--- src/rtl/arb_muxn_if.sv ---
// arb_muxn_if: N-channel input bundle plus single output
// handshake, with the mux on the slave side.
interface arb_muxn_if #(
    parameter int WIDTH = 32,
    parameter int N     = 4
);
    localparam int SELW = (N > 2) ? $clog2(N) : 1;

    logic [N-1:0]       in_valid;
    logic [N*WIDTH-1:0] in_data;
    logic [N-1:0]       in_ready;
    logic [SELW-1:0]    sel;
    logic               rr_en;
    logic               out_valid;
    logic [WIDTH-1:0]   out_data;
    logic [SELW-1:0]    out_sel;
    logic               out_ready;

    modport master (
        output in_valid, in_data, sel, rr_en, out_ready,
        input  in_ready, out_valid, out_data, out_sel
    );

    modport slave (
        input  in_valid, in_data, sel, rr_en, out_ready,
        output in_ready, out_valid, out_data, out_sel
    );
endinterface

--- src/rtl/arb_muxn.sv ---
// arb_muxn: N-input mux with explicit or round-robin select
// and a one-entry registered output stage.
module arb_muxn #(
    parameter int WIDTH = 32,
    parameter int N     = 4,
    parameter int SELW  = (N > 2) ? $clog2(N) : 1
) (
    input  logic      clk,
    input  logic      reset_n,
    arb_muxn_if.slave bus
);
    logic [SELW-1:0]  rr_ptr;
    logic             load_en;
    logic             sel_ok;
    logic             ex_gnt_v;
    logic             rr_gnt_v;
    logic [SELW-1:0]  rr_gnt;
    logic [SELW-1:0]  cand;
    logic             gnt_v;
    logic [SELW-1:0]  gnt;
    logic [WIDTH-1:0] gnt_data;
    logic             xfer;

    assign load_en = !bus.out_valid || bus.out_ready;

    // explicit select: out-of-range index never grants
    always_comb begin
        sel_ok   = int'(bus.sel) < N;
        ex_gnt_v = sel_ok ? bus.in_valid[bus.sel] : 1'b0;
    end

    // round-robin: first valid channel after rr_ptr, wrapping
    always_comb begin
        rr_gnt_v = 1'b0;
        rr_gnt   = '0;
        cand     = '0;
        for (int k = 1; k <= N; k++) begin
            cand = SELW'((int'(rr_ptr) + k) % N);
            if (!rr_gnt_v && bus.in_valid[cand]) begin
                rr_gnt_v = 1'b1;
                rr_gnt   = cand;
            end
        end
    end

    // pick the active grant source, form one-hot ready and data
    always_comb begin
        gnt_v    = bus.rr_en ? rr_gnt_v : ex_gnt_v;
        gnt      = bus.rr_en ? rr_gnt : bus.sel;
        gnt_data = '0;
        for (int i = 0; i < N; i++) begin
            bus.in_ready[i] = reset_n && load_en && gnt_v
                              && (gnt == SELW'(i));
            if (gnt == SELW'(i))
                gnt_data = bus.in_data[i*WIDTH +: WIDTH];
        end
    end

    assign xfer = |(bus.in_ready & bus.in_valid);

    // output register and round-robin pointer update
    always_ff @(posedge clk or negedge reset_n) begin
        if (!reset_n) begin
            bus.out_valid <= 1'b0;
            bus.out_data  <= '0;
            bus.out_sel   <= '0;
            rr_ptr        <= SELW'(N - 1);
        end else if (xfer) begin
            bus.out_valid <= 1'b1;
            bus.out_data  <= gnt_data;
            bus.out_sel   <= gnt;
            if (bus.rr_en)
                rr_ptr <= gnt;
        end else if (bus.out_ready) begin
            bus.out_valid <= 1'b0;
        end
    end

    a_onehot: assert property (@(posedge clk) disable iff (!reset_n)
        $onehot0(bus.in_ready));

    a_stall: assert property (@(posedge clk) disable iff (!reset_n)
        !$past(bus.out_valid && !bus.out_ready)
        || ($stable(bus.out_data) && $stable(bus.out_sel)));

    a_sel: assert property (@(posedge clk) disable iff (!reset_n)
        !bus.out_valid || (int'(bus.out_sel) < N));
endmodule

--- src/flat_wrapper.sv ---
// flat-port wrapper written by rule: the top's interface ports become plain ports
module arb_muxn_flat 
#(
    parameter int WIDTH = 32,
    parameter int N     = 4,
    parameter int SELW  = (N > 2) ? $clog2(N) : 1
)
  (clk, reset_n, bus_in_valid, bus_in_data, bus_sel, bus_rr_en, bus_out_ready, bus_in_ready, bus_out_valid, bus_out_data, bus_out_sel);
  arb_muxn_if #(.WIDTH(WIDTH), .N(N)) bus_i ();
  input  logic clk;
  input  logic reset_n;
  input wire logic [$bits(bus_i.in_valid)-1:0] bus_in_valid;
  input wire logic [$bits(bus_i.in_data)-1:0] bus_in_data;
  input wire logic [$bits(bus_i.sel)-1:0] bus_sel;
  input wire logic [$bits(bus_i.rr_en)-1:0] bus_rr_en;
  input wire logic [$bits(bus_i.out_ready)-1:0] bus_out_ready;
  output wire logic [$bits(bus_i.in_ready)-1:0] bus_in_ready;
  output wire logic [$bits(bus_i.out_valid)-1:0] bus_out_valid;
  output wire logic [$bits(bus_i.out_data)-1:0] bus_out_data;
  output wire logic [$bits(bus_i.out_sel)-1:0] bus_out_sel;
  assign bus_i.in_valid = bus_in_valid;
  assign bus_i.in_data = bus_in_data;
  assign bus_i.sel = bus_sel;
  assign bus_i.rr_en = bus_rr_en;
  assign bus_i.out_ready = bus_out_ready;
  assign bus_in_ready = bus_i.in_ready;
  assign bus_out_valid = bus_i.out_valid;
  assign bus_out_data = bus_i.out_data;
  assign bus_out_sel = bus_i.out_sel;
  arb_muxn #(.WIDTH(WIDTH), .N(N), .SELW(SELW)) u_core (.clk(clk), .reset_n(reset_n), .bus(bus_i));
endmodule
--- config.mk ---
export PLATFORM = sky130hd
export DESIGN_NAME = arb_muxn_flat
export DESIGN_NICKNAME = d
export VERILOG_FILES = /design/src/rtl/arb_muxn_if.sv /design/src/rtl/arb_muxn.sv /design/src/flat_wrapper.sv
export SDC_FILE = /design/constraint.sdc
export NUM_CORES = 1
export LEC_CHECK = 0
export ABC_AREA = 1
export BUFFER_PORTS_ARGS = -buffer_cell sky130_fd_sc_hd__buf_4
export CAP_MARGIN = 20
export CORE_MARGIN = 2
export CORE_UTILIZATION = 46
export CTS_BUF_LIST = sky130_fd_sc_hd__clkbuf_8
export DETAILED_ROUTE_END_ITERATION = 10
export PLACE_DENSITY = 0.84
export SYNTH_ARGS = -nofsm -noshare
export SYNTH_HDL_FRONTEND = slang
export SYNTH_SLANG_ARGS = --single-unit
--- constraint.sdc ---
create_clock -name clk -period 2.7 [get_ports clk]
set_input_delay 0.54 -clock clk [delete_from_list [all_inputs] [get_ports clk]]
set_output_delay 0.54 -clock clk [all_outputs]
set_load 0.01 [all_outputs]
* Word-level counts from Yosys, hierarchy flattened
Index checks and enable logic that the tools add are counted.
Operators by class: equal/unequal tests 3, muxes and demuxes 26, reductions and logical operators 18, bitwise logic cells 1, add/subtract/negate cells 4, $lt $le $gt $ge 5
Operators by type and width (count):
- $mux 32 | 4
- $lt 2x3->1 const B | 5
- $mux 1 | 12
- $bmux 1 s2 | 5
- $mux 2 | 5
- $logic_and 1x1->1 | 9
- $add 2x1->2 const B | 2
- $add 2x2->2 const B | 2
- $and 4x4->4 | 1
- $eq 2x2->1 const B | 2
- $logic_not 1->1 | 4
- $reduce_or 4->1 | 1
- $eq 2x1->1 const B | 1
- $logic_not 2->1 | 1
- $reduce_and 2->1 | 1
- $reduce_bool 2->1 | 1
- $logic_or 1x1->1 | 1
Word-level totals: bits in registers 37, output and inout port bits 39

* Depth between registers and ports, before layout
word-level depth 19, depth in mapped cells 18, depth with buffers taken out 17

* Worst setup path before layout
Ideal clock, no wire load.
path kind register to output, from register u_core.rr_ptr[0], to output port bus_in_ready[0], required time 2.160 ns, arrival time 1.904 ns, path slack 0.256 ns, buffers on the path 3, cell stages (with the launch flop) 14, cells stage by stage dfstp_2 buf_6 nand2_2 nand3_1 nand2_2 nor2_8 nand3_2 nand2_2 inv_2 nand2_2 nand2_4 buf_6 buf_6 nor3_1
On the way: longest elaborated chain between the ends 16, elaborated cells between the ends (all ways) 31, those cells by class add/sub (4); mux (18); reduce/logical (9)
Ends and longest elaborated chain:
- start: declaration | RTL line arb_muxn.sv:12 | logic [SELW-1:0] rr_ptr;
- start signal: assignment | RTL line arb_muxn.sv:67 | rr_ptr <= SELW'(N - 1);
- start signal: assignment | RTL line arb_muxn.sv:73 | rr_ptr <= gnt;
- $add 2x1->2 | RTL line arb_muxn.sv:38 | cand = SELW'((int'(rr_ptr) + k) % N);
- $bmux 1 s2 | RTL line arb_muxn.sv:39 | if (!rr_gnt_v && bus.in_valid[cand]) begin
- $mux 1 (implied by the code) | RTL line arb_muxn.sv:39
- $mux 1 | RTL line arb_muxn.sv:39
- $logic_not 1->1 | RTL line arb_muxn.sv:39
- $logic_and 1x1->1 | RTL line arb_muxn.sv:39
- $mux 1 | RTL line arb_muxn.sv:39
- $logic_not 1->1 | RTL line arb_muxn.sv:39
- $logic_and 1x1->1 | RTL line arb_muxn.sv:39
- $mux 1 | RTL line arb_muxn.sv:39
- $logic_not 1->1 | RTL line arb_muxn.sv:39
- $logic_and 1x1->1 | RTL line arb_muxn.sv:39
- $mux 2 or $mux 1 (tied branches) | RTL line arb_muxn.sv:39
- $mux 2 or $mux 1 (tied branches) | RTL line arb_muxn.sv:49, arb_muxn.sv:48
- $logic_not 2->1 or $logic_and 1x1->1 (tied branches) | RTL line arb_muxn.sv:53, arb_muxn.sv:52
- $logic_and 1x1->1 * | RTL line arb_muxn.sv:53 | && (gnt == SELW'(i));
- end: declaration | RTL line flat_wrapper.sv:17 | output wire logic [$bits(bus_i.in_ready)-1:0] bus_in_ready;
Every way passes the cells marked *; elsewhere a longest branch is shown, timed or not. The select of a mux whose other input is x is not followed.

* Worst setup path in the final report
from register u_core.rr_ptr[0], to output port bus_in_ready[1]
On the way: longest elaborated chain between the ends 16, elaborated cells between the ends (all ways) 31, those cells by class add/sub (4); eq/ne (1); mux (18); reduce/logical (8)
Ends and longest elaborated chain (RTL line):
- $add 2x1->2 | arb_muxn.sv:38
- $bmux 1 s2 | arb_muxn.sv:39
- $mux 1 (implied by the code) | arb_muxn.sv:39
- $mux 1 | arb_muxn.sv:39
- $logic_not 1->1 | arb_muxn.sv:39
- $logic_and 1x1->1 | arb_muxn.sv:39
- $mux 1 | arb_muxn.sv:39
- $logic_not 1->1 | arb_muxn.sv:39
- $logic_and 1x1->1 | arb_muxn.sv:39
- $mux 1 | arb_muxn.sv:39
- $logic_not 1->1 | arb_muxn.sv:39
- $logic_and 1x1->1 | arb_muxn.sv:39
- $mux 2 or $mux 1 (tied branches) | arb_muxn.sv:39
- $mux 2 or $mux 1 (tied branches) | arb_muxn.sv:49, arb_muxn.sv:48
- $eq 2x1->1 or $logic_and 1x1->1 (tied branches) | arb_muxn.sv:53, arb_muxn.sv:52
- $logic_and 1x1->1 * | arb_muxn.sv:53
Marks and branches as above.

==> results by stage <==
Outcome:
- The run finished with clean final reports.

Finish:
- The multi-input combinational cells in the finished layout cover a total of 0.001834 sq mm.
- The non-filler instance count after layout is around 700.
- The final layout contains 760 nets.
- The area growth from synthesis to layout is 51.47%.
- The sequential cells in the finished layout cover a total of around 930 sq um.
- After routing the design area is 0.004581 sq mm.
- In the layout the commonest cells are buf_4, nand2_1, nand3_1, dfrtp_1, nand4_1.
- Of the cells placed in the final design, the portion with a size suffix greater than 1 is approximately two fifths.
- Leaving out fill and tap cells, the most frequent cell in the layout is buf_4.
- Fill cells in the final layout number 512.

Floorplanning:
- 177 I/O pins were placed.
- The chip width is 85.08 um.
- For this configuration, the core starts out at a cell density of 47.63%.
- The area enclosed by the die boundary is 0.007239 sq mm.
- The region available for standard cell placement spans 0.006350 sq mm.
- The die is 85.08 um tall.
- The number of rows in the core area is 29.

Pwr:
- In this run the static leakage power is around 2.5 nW.
- Across the VDD grid, the largest voltage drop is 0.6173 mV.
- Total power for the finished layout comes to 4.683 mW.
- In this run the power density over the cells is 1022 mW/mm^2.

Global routing:
- The all-layer global routing usage is 29.06%.
- The first global-routing pass estimated between 15 and 20 mm of wire.
- Global routing finished with a remaining overflow of 0.
- The number of global-route vias before repair is around 3600.
- The number of antenna violations at the first check in global routing is 1.
- The maximum number of pins on one net before global-route repair is 41.

Drt:
- Dividing the detail-routed via count by the number of cells gives 5.412.
- The via total after detailed routing is 3794.
- In this run the remaining antenna-violating nets after routing total 0.
- The detailed-routing iteration count for the pre-antenna-repair pass is 5.
- In the routed design, unresolved DRC markers number 0.
- The detail-routed net length per standard cell is 15.59 um.
- The iteration-0 DRC count of the detailed router is ~210.
- After detailed routing, the total wire length is 10.93 mm.

Yosys:
- Synthesis produced 448 cells.
- The synthesized area divided by synthesized cell count is 6.750 sq um.
- The count of synthesis-stage warnings from yosys is 0.
- The share of synthesized area occupied by flip-flops and latches is roughly 30%.
- The post-synthesis net count is 586.
- The cell area that synthesis handed to floorplanning was 0.003024 sq mm.
- The count of state elements after synthesis is 37.
- The post-synthesis cell type count is 27.

Worst setup path:
- The signal arrival time at the worst endpoint is roughly 2100 ps.
- The endpoint type of the worst setup path is a primary output.
- The worst reg-to-reg path cell count is 16.
- The endpoint of the most critical register-to-register path is u_core.bus.out_data[15].
- The classification of the worst setup path is flip-flop to primary output.
- Counting both buffers and inverters, the worst setup path holds a total of 3.
- On the critical path, the stage with the largest delay is an instance of dfstp_2.
- Setup slack on the worst reg-to-reg path comes out at between 100 and 150 ps.
- For the worst setup path, the data required time is 2160 ps.
- The critical path goes through inv_4 -> nand2_1 -> nand2_2 -> o21ai_4 -> inv_2 -> nand3_2 -> nand2_4 -> nor2_4 -> nor2_8 -> nor3_4 -> buf_6.
- The largest single stage delay on the critical path is around 600 ps.
- The worst-path maximum fanout is 9.
- On the critical path the largest part of the delay comes from simple AND/OR/NAND/NOR gates.
- The worst reg2reg path startpoint is u_core.rr_ptr[0].
- STA classifies the critical path startpoint as a flip-flop.

Clock tree:
- The count of hold buffers inserted by post-cts repair is 0.
- For this design, the sink count on the clock tree is 37.
- The root buffer cell is clkbuf_8.
- The clock tree from TritonCTS is yes.
- Counting along the longest clock path gives a buffer depth of 2.
- The total clock buffers created by CTS is 5.
- The number of levels the H-tree was split into is 2.
- At the later pin of the worst-skew pair, clock insertion delay measures 300 ps.
- The clock transition at the register clock pins on the worst setup and hold paths after CTS is 70 ps.

Placement:
- The placed cell count is 680.
- Routability-driven placement finished with a final weighted congestion of between 0.8 and 0.9.
- Prior to clock tree synthesis, the placed netlist has a worst setup slack of 133.4 ps.
- Detailed placement finished with a half-perimeter wire length of 8.010 mm.
- The area after detailed placement is 0.004285 sq mm.
- Port buffering added 176 buffers.

Job:
- The tool flagged a number of max-cap violations equal to 0.

STA:
- The count of pins over their slew limit is 0.
- Between clock sinks in the finished design, the worst skew comes to 8.418 ps.
- The number of endpoints failing setup at the final stage is 0.
- For the pin with the worst max-slew slack, the measured transition is 610.7 ps.
- After layout, the minimum clock period comes to 2636 ps.
- The final-report hold violation count was 0.
- The worst path meets setup with 64.15 ps of slack.
- The accumulated negative setup slack is 0 ps.
- The worst pin sits at a relative slew slack of 59.19%.
- Setup repair after global routing could not meet its margin everywhere.
- Based on the critical path, the design can be clocked at up to 0.3794 GHz.
- The worst path uses around 98% of the clock period.

Worst hold path:
- The min-delay analysis places its worst path in the category input port to async pin.
-- metal layers --
| metal | vias up | track usage, % | wire (um) |
|---|---|---|---|
| met5 | - | 0 | 0 |
| met4 | 0 | 12.84 | 401 |
| met3 | 31 | 5.156 | 807 |
| met2 | 198 | 49.43 | 5484 |
| met1 | 1738 | 36.00 | 4239 |
| li1 | 1827 | - | - |
-- worst reg2reg max path: cells and delay by family, from the launching register on --
kind,cells,cell delay (ps)
buf+inv,3,320
flops,1,590
simple gates,13,1610
-- kinds of logic (layout without fill, tap and decap cells) --
kind of cell / count (synthesis) / in the layout / synth area share, %
and+or+nand+nor: 343 / 344 / 55.65
buffers and inverters: 55 / 229 / 11.29
DFF: 37 / 37 / 30.70
AOI/OAI and AO/OA: 13 / 13 / 2.358
other: 0 / 1 / 0
-- where the power goes --
part	internal (mW)	switching, mW	leakage, nW
Combinational	1.29	1.93	1.93
Sequential	0.815	0.153	0.459
Clock	0.298	0.204	0.0626
-- worst max-delay path by stage --
| stage | endpoint | startpoint | depth (start not counted) |
|---|---|---|---|
| after CTS | bus_in_ready[1] | u_core.rr_ptr[0] | 12 |
| after detailed placement | u_core.bus.out_data[15] | u_core.rr_ptr[0] | 16 |
| final | bus_in_ready[1] | u_core.rr_ptr[0] | 11 |
| after global routing | bus_in_ready[3] | u_core.rr_ptr[0] | 13 |
| after floorplan | bus_in_ready[0] | u_core.rr_ptr[0] | 13 |
| after global placement | bus_in_ready[2] | u_core.rr_ptr[0] | 13 |
-- final cells by class --
type	instances	share of cell area, %
Multi-Input combinational cell	357	40.04
Timing Repair Buffer	198	33.05
Sequential cell	37	20.27
Tap cell	77	2.103
Inverter	23	1.939
Clock buffer	6	1.803
Clock inverter	2	0.7375
Antenna cell	1	0.05463
-- synth_stat cells --
cell,instances,area (sq um)
nor2_1,5,18.77
nor2_4,2,22.52
clkbuf_1,5,18.77
nor2_8,3,60.06
nand2_1,178,668.1
dfrtp_1,35,875.8
dfstp_2,2,52.55
nand2_4,4,45.04
buf_2,11,55.05
buf_6,8,90.09
buf_12,1,20.02
inv_2,6,22.52
buf_8,3,45.04
nand3_1,91,455.4
nand3_2,9,90.09
nor3_1,3,15.01
nand4_1,31,193.9
buf_1,1,3.750
nand3b_2,1,11.26
a21boi_1,1,7.510
nand2_2,14,87.58
nand3b_1,2,15.01
o21ai_0,7,35.03
a21oi_1,4,20.02
o21ai_2,1,8.760
buf_4,3,22.52
inv_1,17,63.81
-- state kept, by name, indices dropped and copies added, names as in the netlist --
name and cells:
u_core.bus.out_data 32, u_core.bus.out_sel 2, u_core.rr_ptr 2, u_core.bus.out_valid 1
-- through the flow --
stage | util, % | hold slack, ps
2_1_floorplan | - | 244.4
3_3_place_gp | 67.49 | 463.2
3_5_place_dp | 67.49 | 467.2
4_1_cts | 69.91 | 314.8
5_1_grt | 72.14 | 335.6
6_report | 72.14 | 296.2
-- what timing repair did --
action	4_1_cts	5_1_grt
setup buffers	5	6
resized for setup	0	21
setup endpoints to repair	4	4
pin swaps	0	13
hold endpoints to repair	0	0
gates cloned	0	1
Power figures use the tool's default switching activity.
